[src/rtl/bloom_scan_ctrl_if.sv]
// Signal bundle between the Bloom scan sequencer, the host, block memory and the
// find_bit_pattern datapath. master = sequencer side, slave = everything it talks to.
interface bloom_scan_ctrl_if #(
    parameter int P_SIZE      = 12,
    parameter int PPB         = 64,
    parameter int NOB_WIDTH   = 6,
    parameter int B_OFS_WIDTH = 10,
    parameter int CNT_WIDTH   = 13
);
    localparam int B_SIZE = PPB * P_SIZE;

    logic                   start;
    logic                   abort;
    logic [2:0]             num_patterns;
    logic [4*P_SIZE-1:0]    pat_in;
    logic                   busy;
    logic                   done;
    logic                   err;
    logic [CNT_WIDTH-1:0]   hit_cnt;
    logic                   mem_rd;
    logic [NOB_WIDTH-1:0]   mem_addr;
    logic [B_SIZE-1:0]      mem_rdata;
    logic [B_SIZE-1:0]      dp_a;
    logic [NOB_WIDTH:0]     dp_b_idx;
    logic [4*P_SIZE-1:0]    dp_pat;
    logic [2:0]             dp_num_patterns;
    logic                   dp_put;
    logic                   dp_rst_n;
    logic [B_OFS_WIDTH-1:0] dp_tpn_ofs;

    modport master (
        input  start, abort, num_patterns, pat_in, mem_rdata, dp_tpn_ofs,
        output busy, done, err, hit_cnt, mem_rd, mem_addr,
               dp_a, dp_b_idx, dp_pat, dp_num_patterns, dp_put, dp_rst_n
    );

    modport slave (
        output start, abort, num_patterns, pat_in, mem_rdata, dp_tpn_ofs,
        input  busy, done, err, hit_cnt, mem_rd, mem_addr,
               dp_a, dp_b_idx, dp_pat, dp_num_patterns, dp_put, dp_rst_n
    );
endinterface

[src/rtl/bloom_scan_ctrl.sv]
// Scan sequencer for the Bloom-filter page-pattern datapath: walks all blocks in
// 5-cycle slots (RD, LAT, CMP, CAP, PUT) and totals the true pages it reports.
module bloom_scan_ctrl #(
    parameter int NOB         = 64,
    parameter int P_SIZE      = 12,
    parameter int NOB_WIDTH   = 6,
    parameter int B_OFS_WIDTH = 10,
    parameter int CNT_WIDTH   = 13
) (
    input  logic              clk,
    input  logic              rst,
    bloom_scan_ctrl_if.master bus
);
    typedef enum logic [2:0] {
        S_IDLE, S_LOAD, S_RD, S_LAT, S_CMP, S_CAP, S_PUT, S_DONE
    } state_t;

    state_t               state_q;
    state_t               state_d;
    logic                 clr_q;
    logic [NOB_WIDTH-1:0] blk;
    logic                 np_bad;
    logic                 last_blk;

    // The datapath offset is always a whole number of pages, so the quotient is exact.
    function automatic logic [CNT_WIDTH-1:0] ofs_to_pages(input logic [B_OFS_WIDTH-1:0] ofs);
        logic [B_OFS_WIDTH-1:0] q;
        q = ofs / B_OFS_WIDTH'(P_SIZE);
        return CNT_WIDTH'(q);
    endfunction

    assign np_bad   = (bus.num_patterns == 3'd0) || (bus.num_patterns > 3'd4);
    assign last_blk = (blk == NOB_WIDTH'(NOB - 1));

    always_ff @(posedge clk or negedge rst) begin
        if (!rst) state_q <= S_IDLE;
        else      state_q <= state_d;
    end

    always_comb begin
        state_d = state_q;
        case (state_q)
            S_IDLE: if (bus.start && !bus.abort) state_d = S_LOAD;
            S_LOAD: state_d = np_bad ? S_DONE : S_RD;
            S_RD:   state_d = S_LAT;
            S_LAT:  state_d = S_CMP;
            S_CMP:  state_d = S_CAP;
            S_CAP:  state_d = S_PUT;
            S_PUT:  state_d = last_blk ? S_DONE : S_RD;
            S_DONE: state_d = S_IDLE;
            default: state_d = S_IDLE;
        endcase
        if (bus.abort && state_q != S_IDLE && state_q != S_DONE) state_d = S_IDLE;
    end

    // Strobes are registered off the next state so they line up with the state they belong to.
    always_ff @(posedge clk or negedge rst) begin
        if (!rst) begin
            bus.busy   <= 1'b0;
            bus.done   <= 1'b0;
            bus.mem_rd <= 1'b0;
            bus.dp_put <= 1'b0;
            clr_q      <= 1'b1;
        end else begin
            bus.busy   <= (state_d != S_IDLE) && (state_d != S_DONE);
            bus.done   <= (state_d == S_DONE);
            bus.mem_rd <= (state_d == S_RD);
            bus.dp_put <= (state_d == S_PUT);
            clr_q      <= (state_d != S_LOAD);
        end
    end

    // Block data, pattern set and running count: written only in LOAD, LAT and PUT.
    always_ff @(posedge clk or negedge rst) begin
        if (!rst) begin
            bus.err             <= 1'b0;
            bus.hit_cnt         <= '0;
            bus.dp_a            <= '0;
            bus.dp_b_idx        <= '0;
            bus.dp_pat          <= '0;
            bus.dp_num_patterns <= '0;
            blk                 <= '0;
        end else begin
            case (state_q)
                S_LOAD: begin
                    bus.dp_pat          <= bus.pat_in;
                    bus.dp_num_patterns <= bus.num_patterns;
                    bus.err             <= np_bad;
                    bus.hit_cnt         <= '0;
                    blk                 <= '0;
                end
                S_LAT: begin
                    bus.dp_a     <= bus.mem_rdata;
                    bus.dp_b_idx <= {1'b0, blk};
                end
                S_PUT: begin
                    bus.hit_cnt <= bus.hit_cnt + ofs_to_pages(bus.dp_tpn_ofs);
                    blk         <= blk + 1'b1;
                end
                default: ;
            endcase
        end
    end

    assign bus.mem_addr = blk;
    assign bus.dp_rst_n = rst & clr_q;
endmodule

[src/flat_wrapper.sv]
// flat-port wrapper written by rule: the top's interface ports become plain ports
module bloom_scan_ctrl_flat 
#(
    parameter int NOB         = 64,
    parameter int P_SIZE      = 12,
    parameter int NOB_WIDTH   = 6,
    parameter int B_OFS_WIDTH = 10,
    parameter int CNT_WIDTH   = 13
)
  (clk, rst, bus_start, bus_abort, bus_num_patterns, bus_pat_in, bus_mem_rdata, bus_dp_tpn_ofs, bus_busy, bus_done, bus_err, bus_hit_cnt, bus_mem_rd, bus_mem_addr, bus_dp_a, bus_dp_b_idx, bus_dp_pat, bus_dp_num_patterns, bus_dp_put, bus_dp_rst_n);
  bloom_scan_ctrl_if #(.P_SIZE(P_SIZE), .NOB_WIDTH(NOB_WIDTH), .B_OFS_WIDTH(B_OFS_WIDTH), .CNT_WIDTH(CNT_WIDTH)) bus_i ();
  input  logic clk;
  input  logic rst;
  input wire logic [$bits(bus_i.start)-1:0] bus_start;
  input wire logic [$bits(bus_i.abort)-1:0] bus_abort;
  input wire logic [$bits(bus_i.num_patterns)-1:0] bus_num_patterns;
  input wire logic [$bits(bus_i.pat_in)-1:0] bus_pat_in;
  input wire logic [$bits(bus_i.mem_rdata)-1:0] bus_mem_rdata;
  input wire logic [$bits(bus_i.dp_tpn_ofs)-1:0] bus_dp_tpn_ofs;
  output wire logic [$bits(bus_i.busy)-1:0] bus_busy;
  output wire logic [$bits(bus_i.done)-1:0] bus_done;
  output wire logic [$bits(bus_i.err)-1:0] bus_err;
  output wire logic [$bits(bus_i.hit_cnt)-1:0] bus_hit_cnt;
  output wire logic [$bits(bus_i.mem_rd)-1:0] bus_mem_rd;
  output wire logic [$bits(bus_i.mem_addr)-1:0] bus_mem_addr;
  output wire logic [$bits(bus_i.dp_a)-1:0] bus_dp_a;
  output wire logic [$bits(bus_i.dp_b_idx)-1:0] bus_dp_b_idx;
  output wire logic [$bits(bus_i.dp_pat)-1:0] bus_dp_pat;
  output wire logic [$bits(bus_i.dp_num_patterns)-1:0] bus_dp_num_patterns;
  output wire logic [$bits(bus_i.dp_put)-1:0] bus_dp_put;
  output wire logic [$bits(bus_i.dp_rst_n)-1:0] bus_dp_rst_n;
  assign bus_i.start = bus_start;
  assign bus_i.abort = bus_abort;
  assign bus_i.num_patterns = bus_num_patterns;
  assign bus_i.pat_in = bus_pat_in;
  assign bus_i.mem_rdata = bus_mem_rdata;
  assign bus_i.dp_tpn_ofs = bus_dp_tpn_ofs;
  assign bus_busy = bus_i.busy;
  assign bus_done = bus_i.done;
  assign bus_err = bus_i.err;
  assign bus_hit_cnt = bus_i.hit_cnt;
  assign bus_mem_rd = bus_i.mem_rd;
  assign bus_mem_addr = bus_i.mem_addr;
  assign bus_dp_a = bus_i.dp_a;
  assign bus_dp_b_idx = bus_i.dp_b_idx;
  assign bus_dp_pat = bus_i.dp_pat;
  assign bus_dp_num_patterns = bus_i.dp_num_patterns;
  assign bus_dp_put = bus_i.dp_put;
  assign bus_dp_rst_n = bus_i.dp_rst_n;
  bloom_scan_ctrl #(.NOB(NOB), .P_SIZE(P_SIZE), .NOB_WIDTH(NOB_WIDTH), .B_OFS_WIDTH(B_OFS_WIDTH), .CNT_WIDTH(CNT_WIDTH)) u_core (.clk(clk), .rst(rst), .bus(bus_i));
endmodule
[config.mk]
export PLATFORM = sky130hd
export DESIGN_NAME = bloom_scan_ctrl_flat
export DESIGN_NICKNAME = d
export VERILOG_FILES = /design/src/rtl/bloom_scan_ctrl_if.sv /design/src/rtl/bloom_scan_ctrl.sv /design/src/flat_wrapper.sv
export SDC_FILE = /design/constraint.sdc
export NUM_CORES = 1
export LEC_CHECK = 0
export ABC_AREA = 1
export CORE_AREA = 2 2 653 655
export CTS_CLUSTER_DIAMETER = 60
export DETAILED_ROUTE_END_ITERATION = 8
export DIE_AREA = 0 0 655 657
export PLACE_DENSITY = 0.34
export RECOVER_POWER = 25
export SYNTH_ARGS = -nofsm -noshare
export SYNTH_HDL_FRONTEND = slang
export SYNTH_SLANG_ARGS = --single-unit
[constraint.sdc]
create_clock -name clk -period 2.55 [get_ports clk]
set_clock_uncertainty 0.15 [all_clocks]
set_input_delay 0.6375 -clock clk [delete_from_list [all_inputs] [get_ports clk]]
set_output_delay 0.6375 -clock clk [all_outputs]
set_load 0.05 [all_outputs]
==> run metrics, run 1 <==
VDD IR-drop max=0.754 mV; vias in the first global route=between 30000 and 40000; failing checks=negative setup slack; Synth Area in Compound Gates=0.900%; Hold WS=0.133 ns; drt drc=0; Crit. End Element=flop; Starting Density=between 7 and 8%; CTS buffer count=161; Post-Synth Simple-Gate Area=29.9%; Slew HR=39.4%; final period utilization=123%; CTS H-tree lvls=4; cell taking the most area after synthesis=dfrtp_1; FP Rows=239; initial detailed-routing violation count=2156; initial antenna violation count=374; io pins=1684; Crit path buffers/inverters=8; clock-pin slew on the worst setup and hold paths=0.06 ns; post-synthesis mux area share=0%; Syn-to-layout area delta=90.1%; Pre-antenna DRT Iters=5; critical path class=input pin to flop; Final Hold Vio Count=0; largest net degree at the start of global routing=115; die area=430000 sq um; final wirelength=328 mm; fmax=roughly 320 MHz; hold crit path type=input pin to flop; Area contributors post-synth=dfrtp_1 66%, nand2_1 29%, clkbuf_1 1.5%; Yosys cell types=38; GRT Residual Overflow=0; Vias/cell=3.00; EDFF count, synth=0; CTS tree=done; Mapped Cells=3732; Final nets=~6400; max-cap violation count=0; syn avg cell area=8.72 sq um; Avg WL per Cell=around 29 um; Pwr Density=~1600 nW/um^2; Static Leak=0.0288 uW; die width=roughly 660 um; # clock sinks=853; Synth top area share=65.5%; worst setup margin=-0.577 ns; Main synth FF type=dfrtp_1; core area=423000 sq um; CTS root buffer=clkbuf_16; Mapped Area=32500 sq um; # setup viols final=715; Period minus WS final=about 3.1 ns; Antenna Violating Nets Remaining=0; fillers=between 40000 and 50000; ys async rst share=100%; synth warn=0; pre-CTS setup slack=-2.07 ns; CP delay by family, top=simple AND/OR/NAND/NOR gates; RSZ-0062 raised after global routing=true; Die H=657 um; largest family of logic cells by synthesized area=simple AND/OR/NAND/NOR gates; fin util=14.6%; clk buf depth=4; Pwr Total=102000 uW; crit start category=input pin; register area share after synthesis=65.6%; R2R Setup Slk=-0.45 ns; clk_lat worst skew=slightly below 0.9 ns; slowest stage delay, CP=0.34 ns; Overall Global Routing Usage=14.8%; Vias=between 30000 and 40000; post-synthesis xor/xnor area fraction=less than 1%; Worst Path Arrival=~3.8 ns; critical path required time=3.19 ns; Worst Tran Pin Value=0.910 ns; routability cong.=0.864; adder-cell share of the synthesized area=0.523%; post-synthesis register bit count=853; number of port buffers=roughly 1700; first-pass GRT wire length=409 mm; most used cell, CP=nand2_2; layout cell share with drive strength beyond 1=between 20% and 30%; Final Max Tran Viols=0; status=finished, violations left; Crit-path slowest cell=fa_2; highest net fanout along the worst path=4; Net Count, Synth=4578; post-route setup TNS=-117.45 ns; dpl hpwl=roughly 290 mm
==> report_power, final <==
part / internal, uW / switching (uW) / leakage (uW)
clock network: 14400 / 8760 / 0.00271
logic: 13300 / 40600 / 0.0157
registers: 20200 / 4440 / 0.0105
==> kinds of logic (layout without fill, tap and decap cells) <==
| group | Yosys count | count (layout) |
|---|---|---|
| AOI/OAI and AO/OA | 51 | 51 |
| xor gates and xnor gates | 1 | 1 |
| adders and majority gates | 13 | 13 |
| buffers and inverters | 241 | 2148 |
| DFF | 853 | 853 |
| other | 1 | 79 |
| and+or+nand+nor | 2572 | 2572 |
==> worst reg2reg max path, stage by stage (launching register included) <==
cell	delay (ns)
dfrtp_1	0.39
ha_1	0.22
inv_1	0.08
nor2_1	0.04
clkbuf_4	0.27
inv_2	0.38
clkbuf_2	0.76
buf_4	0.45
nand2_1	0.09
nand2_1	0.06
==> synthesized netlist by cell type, types with 3 or more instances <==
library cell  number
a21oi_1           10
nand2_1         2516
nand3_1           20
buf_2             57
o21ai_0           26
dfrtp_1          852
inv_1             51
nor2_1            17
buf_1              3
o21ai_2            3
nand2_2            5
clkbuf_1         126
ha_1              12
o22ai_1            3
nand4_1            3
==> stage by stage <==
step	instances	area, sq um
after floorplan	3732	32600
after global placement	11000	55700
after detailed placement	11000	55700
after CTS	11300	61600
after global routing	11300	61700
final	11400	61900
==> final timing paths <==
path	startpoint	to	cells after the start
setup / recovery	bus_dp_tpn_ofs[7]	u_core.bus.hit_cnt[12]$_DFFE_PN0P_	31
hold / removal	bus_mem_rdata[22]	u_core.bus.dp_a[22]$_DFFE_PN0P_	3
setup reg to reg	u_core.state_q[0]$_DFF_PN0_	u_core.bus.dp_a[461]$_DFFE_PN0P_	9
hold reg to reg	u_core.bus.dp_a[78]$_DFFE_PN0P_	u_core.bus.dp_a[78]$_DFFE_PN0P_	2
max in group asynchronous	rst	u_core.bus.dp_a[198]$_DFFE_PN0P_	4
min in group asynchronous	rst	u_core.bus.dp_a[676]$_DFFE_PN0P_	2
==> flip-flops by register name (all words and copies together) (netlist names), 3 cells and up <==
signal	cells
u_core.bus.mem_addr	6
u_core.bus.hit_cnt	13
u_core.bus.dp_pat	48
u_core.bus.dp_b_idx	6
u_core.bus.dp_a	768
u_core.state_q	3
u_core.bus.dp_num_patterns	3
==> area by class of cell <==
cell class                      instances  area, sq um  share of cell area, %
Sequential cell                       853        21300                   34.5
Timing Repair Buffer                 1804        17000                   27.4
Multi-Input combinational cell       2638        10400                   16.8
Tap cell                             5663         7090                   11.5
Clock buffer                          200         4370                   7.06
Clock inverter                         90         1300                   2.10
Inverter                               54          225                  0.364
Antenna cell                           78          195                  0.315
==> cells in the final DEF, fill, tap and decap left out, types with 33 or more instances in the layout <==
master,count
dfrtp_1,851
diode_2,78
buf_2,38
inv_1,43
clkbuf_16,162
clkdlybuf4s50_1,824
nand2_1,2503
buf_4,613
clkdlybuf4s15_2,274
buf_12,33
==> routing by layer <==
| metal | vias to the layer above | global-route usage [%] | part of all wire [%] |
|---|---|---|---|
| li1 | 15000 | - | - |
| met1 | 16500 | 14.4 | 33 |
| met2 | 1774 | 26.7 | 50 |
| met3 | 758 | 8.36 | 13 |
| met4 | 132 | 3.62 | 3.2 |
| met5 | - | 0 | 0.27 |
==> timing repair <==
action                                   CTS  global route
resized for setup                       1097            40
endpoints found under the setup margin   336            10
buffers inserted                          11             2
cloned                                     0             0
hold buffers                               1             0
hold endpoints to repair                 152             0
pin swaps                                 22            32
Note: power is estimated with default switching activity, not from simulation.
==> run 2, diff against run 1 <==
==> constraint.sdc (replaced) <==
create_clock -name clk -period 2.55 [get_ports clk]
set_clock_uncertainty 0.15 [all_clocks]
set_input_delay 0.6375 -clock clk [delete_from_list [all_inputs] [get_ports clk]]
set_output_delay 0.6375 -clock clk [all_outputs]
set_load 0.1 [all_outputs]
==> run metrics, run 2 (same netlist as run 1, synthesis figures left out) <==
Vias/cell=3.00 (-0.26%); DR WL met3=31.3 mm (-26%); CTS root buffer=clkbuf_16; Design Area, Final=61100 sq um (-1.2%); first-pass GRT wire length=394 mm (-3.7%); largest net degree at the start of global routing=107 (-7.0%); max-cap violation count=0 (unchanged); Worst Path Arrival=3.82 ns (+0.06 ns); Reg area=21400 sq um (about the same); Post-DP Area=55600 sq um (-0.18%); fmax=308 MHz (-3.8%); critical path class=input pin to flop; biggest regs=u_core.bus.dp_a: 768 flops, u_core.bus.dp_pat: 48 flops, u_core.bus.hit_cnt: 13 flops; Final Max Tran Viols=0 (unchanged); Metal-1 WL=109 mm (-0.66%); Top reg by flops=u_core.bus.dp_a; GRT Residual Overflow=0 (unchanged); core area=423000 sq um (unchanged); Period minus WS final=3.25 ns (+0.125 ns); vias in the first global route=34700 (-1.3%); status=finished, violations left; clock-pin slew on the worst setup and hold paths=0.05 ns (about the same); hold crit path type=input pin to flop; drt drc=0 (unchanged); Final nets=6357 (-0.016%); critical path required time=3.12 ns (-0.07 ns); number of port buffers=1680 (unchanged); CTS buffer count=157 (-2.5%); highest net fanout along the worst path=3 (-1); clk buf depth=4 (unchanged); RSZ-0062 raised after global routing=true; routability cong.=0.858 (-0.65%); uppermost routed layer=met5; initial detailed-routing violation count=1668 (-23%); Starting Density=7.70% (unchanged); CTS tree=done; Overall Global Routing Usage=14.1% (-0.65 points); most used cell, CP=nand2_1; Crit. End Element=flop; CTS H-tree lvls=4 (unchanged); slowest stage delay, CP=0.35 ns (about the same); Die H=657 um (unchanged); Worst Tran Pin Value=1.24 ns (+0.328 ns); Vias=34000 (-0.66%); Antenna Violating Nets Remaining=0 (unchanged); Final Hold Vio Count=0 (unchanged); Pre-antenna DRT Iters=5 (unchanged); failing checks=negative setup slack; io pins=1684 (unchanged); met2 wire len=166 mm (about the same); area of the multi-input gates=10400 sq um (-0.24%); # setup viols final=871 (+22%); crit start category=input pin; Syn-to-layout area delta=87.8%; final period utilization=128% (+4.9 points); commonest non-fill, non-tap cell in the layout=nand2_1; Hold WS=0.175 ns (+0.0414 ns); final wirelength=314 mm (-4.3%); layout cell share with drive strength beyond 1=23.0% (about the same); die area=430000 sq um (unchanged); clk_lat worst skew=0.82 ns (-0.05 ns); worst setup margin=-0.701 ns (-0.125 ns); die width=655 um (unchanged); FP Rows=239 (unchanged); max reg flops=768 (unchanged); # clock sinks=853 (unchanged); Avg WL per Cell=27.7 um (-3.9%); dpl hpwl=274 mm (-4.5%); Slew HR=17.5% (-22 points); fillers=48200 (-0.046%); initial antenna violation count=338 (-9.6%); Crit-path slowest cell=fa_2; most frequent cells in the layout=2506 x nand2_1, 855 x buf_4, 846 x dfrtp_1
run 2: per-layer routing:
metal / vias up / global-route usage [%]
met4: 118 / 2.46
met5: - / 0
li1: 15000 / -
met3: 716 / 6.08
met2: 1690 / 26.7
met1: 16500 / 14.3
run 2: metrics by stage:
step / std cells / util (%) / setup TNS, ns / worst slack (ns)
final: 11300 / 14.5 / -144.02 / -0.701
after floorplan: 3732 / - / -6.45 / -1.12
after CTS: 11300 / 14.4 / -2.93 / -0.748
after global placement: 11000 / 13.2 / -20.93 / -2.27
after global routing: 11300 / 14.4 / -402.96 / -0.885
after detailed placement: 11000 / 13.2 / -19.07 / -2.07
run 2: final timing paths:
check / slack [ns] / cells past startpoint / from / to
min in group asynchronous: 1.16 / 3 / rst / u_core.bus.dp_a[695]$_DFFE_PN0P_
max in group asynchronous: -0.41 / 4 / rst / u_core.bus.dp_a[158]$_DFFE_PN0P_
hold reg to reg: 0.32 / 2 / u_core.bus.dp_a[273]$_DFFE_PN0P_ / u_core.bus.dp_a[273]$_DFFE_PN0P_
setup reg to reg: -0.19 / 9 / u_core.state_q[0]$_DFF_PN0_ / u_core.bus.dp_a[132]$_DFFE_PN0P_
setup / recovery: -0.70 / 32 / bus_dp_tpn_ofs[9] / u_core.bus.hit_cnt[12]$_DFFE_PN0P_
hold / removal: 0.17 / 3 / bus_mem_rdata[721] / u_core.bus.dp_a[721]$_DFFE_PN0P_
run 2: repair_timing:
item	in CTS	in global routing
resized for setup	57	32
hold buffers	1	0
endpoints found under the hold margin	149	0
buffers inserted	7	3
pin swaps	27	28
endpoints found under the setup margin	36	13
run 2: layout make-up:
type	instances	area share, %
flip-flops and latches	853	34.9
repair buffers	1807	27.4
multi-input cells	2638	16.9
well taps	5663	11.6
clock buffers	200	7.14
clock inverters	79	1.47
inverters	54	0.356
diodes	40	0.164
run 2: critical path, delay by kind of cell:
| family | cells | cell delay [ns] |
|---|---|---|
| simple gates | 18 | 1.57 |
| fa+ha+maj | 2 | 0.54 |
| compound gates | 5 | 0.49 |
| buf+inv | 7 | 0.59 |
Power of run 2 is not shown: default switching activity piles up to over one toggle a cycle in this logic, so the estimate is an artifact.
==> run 3, diff against run 2 <==
--- a/config.mk
+++ b/config.mk
@@ -10,7 +10,7 @@
 export CTS_CLUSTER_DIAMETER = 60
 export DETAILED_ROUTE_END_ITERATION = 8
 export DIE_AREA = 0 0 655 657
-export PLACE_DENSITY = 0.34
+export PLACE_DENSITY = 0.3
 export RECOVER_POWER = 25
 export SYNTH_ARGS = -nofsm -noshare
 export SYNTH_HDL_FRONTEND = slang
==> run metrics, run 3 (same netlist as run 1, synthesis figures left out) <==
status=finished, violations left; failing checks=max-capacitance violations, max-slew violations, negative setup slack; Crit. End Element=flop; Final Max Tran Viols=33 (+33); Final nets=6408 (+0.80%); Final Hold Vio Count=0 (unchanged); final period utilization=130% (+2.7 points); routability cong.=0.875 (+1.9%); slowest stage delay, CP=0.20 ns (-0.15 ns); first-pass GRT wire length=381 mm (-3.2%); CTS root buffer=clkbuf_16; hold depth=3 (unchanged); biggest regs=u_core.bus.dp_a: 768 flops, u_core.bus.dp_pat: 48 flops, u_core.bus.hit_cnt: 13 flops; Pre-antenna DRT Iters=5 (unchanged); max-cap violation count=1 (+1); FP Rows=239 (unchanged); most used cell, CP=buf_4; Design Area, Final=62100 sq um (+1.6%); initial antenna violation count=267 (-21%); dpl hpwl=261 mm (-5.0%); CTS tree=done; largest net degree at the start of global routing=130 (+21%); worst r2r src=u_core.bus.hit_cnt[3]$_DFFE_PN0P_; Vias/cell=2.94 (-2.0%); Die H=657 um (unchanged); Antenna Violating Nets Remaining=0 (unchanged); Reg area=21400 sq um (about the same); final wirelength=302 mm (-3.8%); # setup viols final=354 (-59%); Avg WL per Cell=26.5 um (-4.5%); number of port buffers=1680 (unchanged); vias in the first global route=34500 (-0.65%); crit start category=input pin; fillers=48100 (-0.22%); Worst Path Arrival=3.86 ns (+0.04 ns); clock-pin slew on the worst setup and hold paths=0.05 ns (about the same); Slew HR=-18.0% (-35 points); RSZ-0062 raised after global routing=true; initial detailed-routing violation count=1993 (+19%); Worst Tran Pin Value=1.77 ns (+0.532 ns); core area=423000 sq um (unchanged); # clock sinks=853 (unchanged); die area=430000 sq um (unchanged); Overall Global Routing Usage=13.5% (-0.57 points); Post-DP Area=55900 sq um (+0.47%); Vias=33500 (-1.3%); post-route setup TNS=-41.49 ns (+102.54 ns); area of the multi-input gates=10400 sq um (+0.57%); CTS H-tree lvls=4 (unchanged); fmax=301 MHz (-2.0%); Crit-path slowest cell=fa_2; Reg2Reg Depth=13 (+4); Period minus WS final=3.32 ns (+0.0679 ns); pre-CTS setup slack=-2.10 ns (-0.0219 ns); layout cell share with drive strength beyond 1=23.9% (+0.92 points); worst setup margin=-0.769 ns (-0.0679 ns); Top reg by flops=u_core.bus.dp_a; clk buf depth=4 (unchanged); R2R Setup Slk=0.15 ns (+0.34 ns); hold crit path type=input pin to flop; critical path required time=3.10 ns (-0.02 ns); io pins=1684 (unchanged); drt drc=0 (unchanged); max reg flops=768 (unchanged); commonest non-fill, non-tap cell in the layout=nand2_1; Syn-to-layout area delta=90.8%; GRT Residual Overflow=0 (unchanged); reg2reg end=u_core.bus.hit_cnt[4]$_DFFE_PN0P_; hold worst-path end=u_core.bus.dp_a[41]$_DFFE_PN0P_; critical path class=input pin to flop; Starting Density=7.70% (unchanged); critical hold path startpoint=bus_mem_rdata[41]; CTS buffer count=162 (+3.2%); die width=655 um (unchanged); highest net fanout along the worst path=3 (unchanged); clk_lat worst skew=0.82 ns (about the same); most frequent cells in the layout=2502 x nand2_1, 890 x buf_4, 848 x dfrtp_1
==> run 3: worst max-delay path, delay by kind of cell <==
family / cells / cell delay (ns)
simple gates: 14 / 0.94
fa+ha+maj: 2 / 0.38
buf+inv: 16 / 1.69
compound gates: 3 / 0.24
==> run 3: metrics by stage <==
step                      hold WS, ns  utilization [%]  std cells
final                           0.151             14.7      11400
after global routing           0.0752             14.7      11400
after CTS                      0.0199             14.6      11300
after detailed placement        0.309             13.2      11000
after global placement          0.305             13.2      11000
after floorplan                 0.192                -       3732
==> run 3: area by class of cell <==
cell class,count,area share [%]
Tap cell,5663,11.4
Timing Repair Buffer,1853,27.9
Multi-Input combinational cell,2638,16.8
Clock buffer,207,7.22
Antenna cell,62,0.250
Inverter,54,0.363
Clock inverter,82,1.73
Sequential cell,853,34.4
==> run 3: worst max-delay path by stage <==
stage                      startpoint                                  to  cells past startpoint
floorplan           bus_dp_tpn_ofs[9]  u_core.bus.hit_cnt[12]$_DFFE_PN0P_                     30
global placement    bus_dp_tpn_ofs[8]  u_core.bus.hit_cnt[10]$_DFFE_PN0P_                     31
detailed placement  bus_dp_tpn_ofs[8]  u_core.bus.hit_cnt[10]$_DFFE_PN0P_                     31
CTS                 bus_dp_tpn_ofs[7]  u_core.bus.hit_cnt[12]$_DFFE_PN0P_                     32
global route        bus_dp_tpn_ofs[7]  u_core.bus.hit_cnt[12]$_DFFE_PN0P_                     36
finish              bus_dp_tpn_ofs[9]   u_core.bus.hit_cnt[4]$_DFFE_PN0P_                     35
==> run 3: repair_timing <==
item / CTS / global route
setup buffers: 35 / 3
hold endpoints to repair: 145 / 0
pin swaps: 34 / 33
endpoints found under the setup margin: 37 / 15
hold buffers: 1 / 0
resized for setup: 67 / 35
==> run 3: layer usage <==
| layer | vias up | routed length (um) | share of wire, % | GRT usage [%] |
|---|---|---|---|---|
| met5 | - | 711 | 0.24 | 0 |
| met4 | 104 | 9770 | 3.2 | 3.70 |
| met3 | 611 | 32300 | 11 | 6.77 |
| met2 | 1509 | 154000 | 51 | 24.6 |
| met1 | 16200 | 105000 | 35 | 13.5 |
| li1 | 15100 | - | - | - |
Power of run 3 is left out for the same reason.
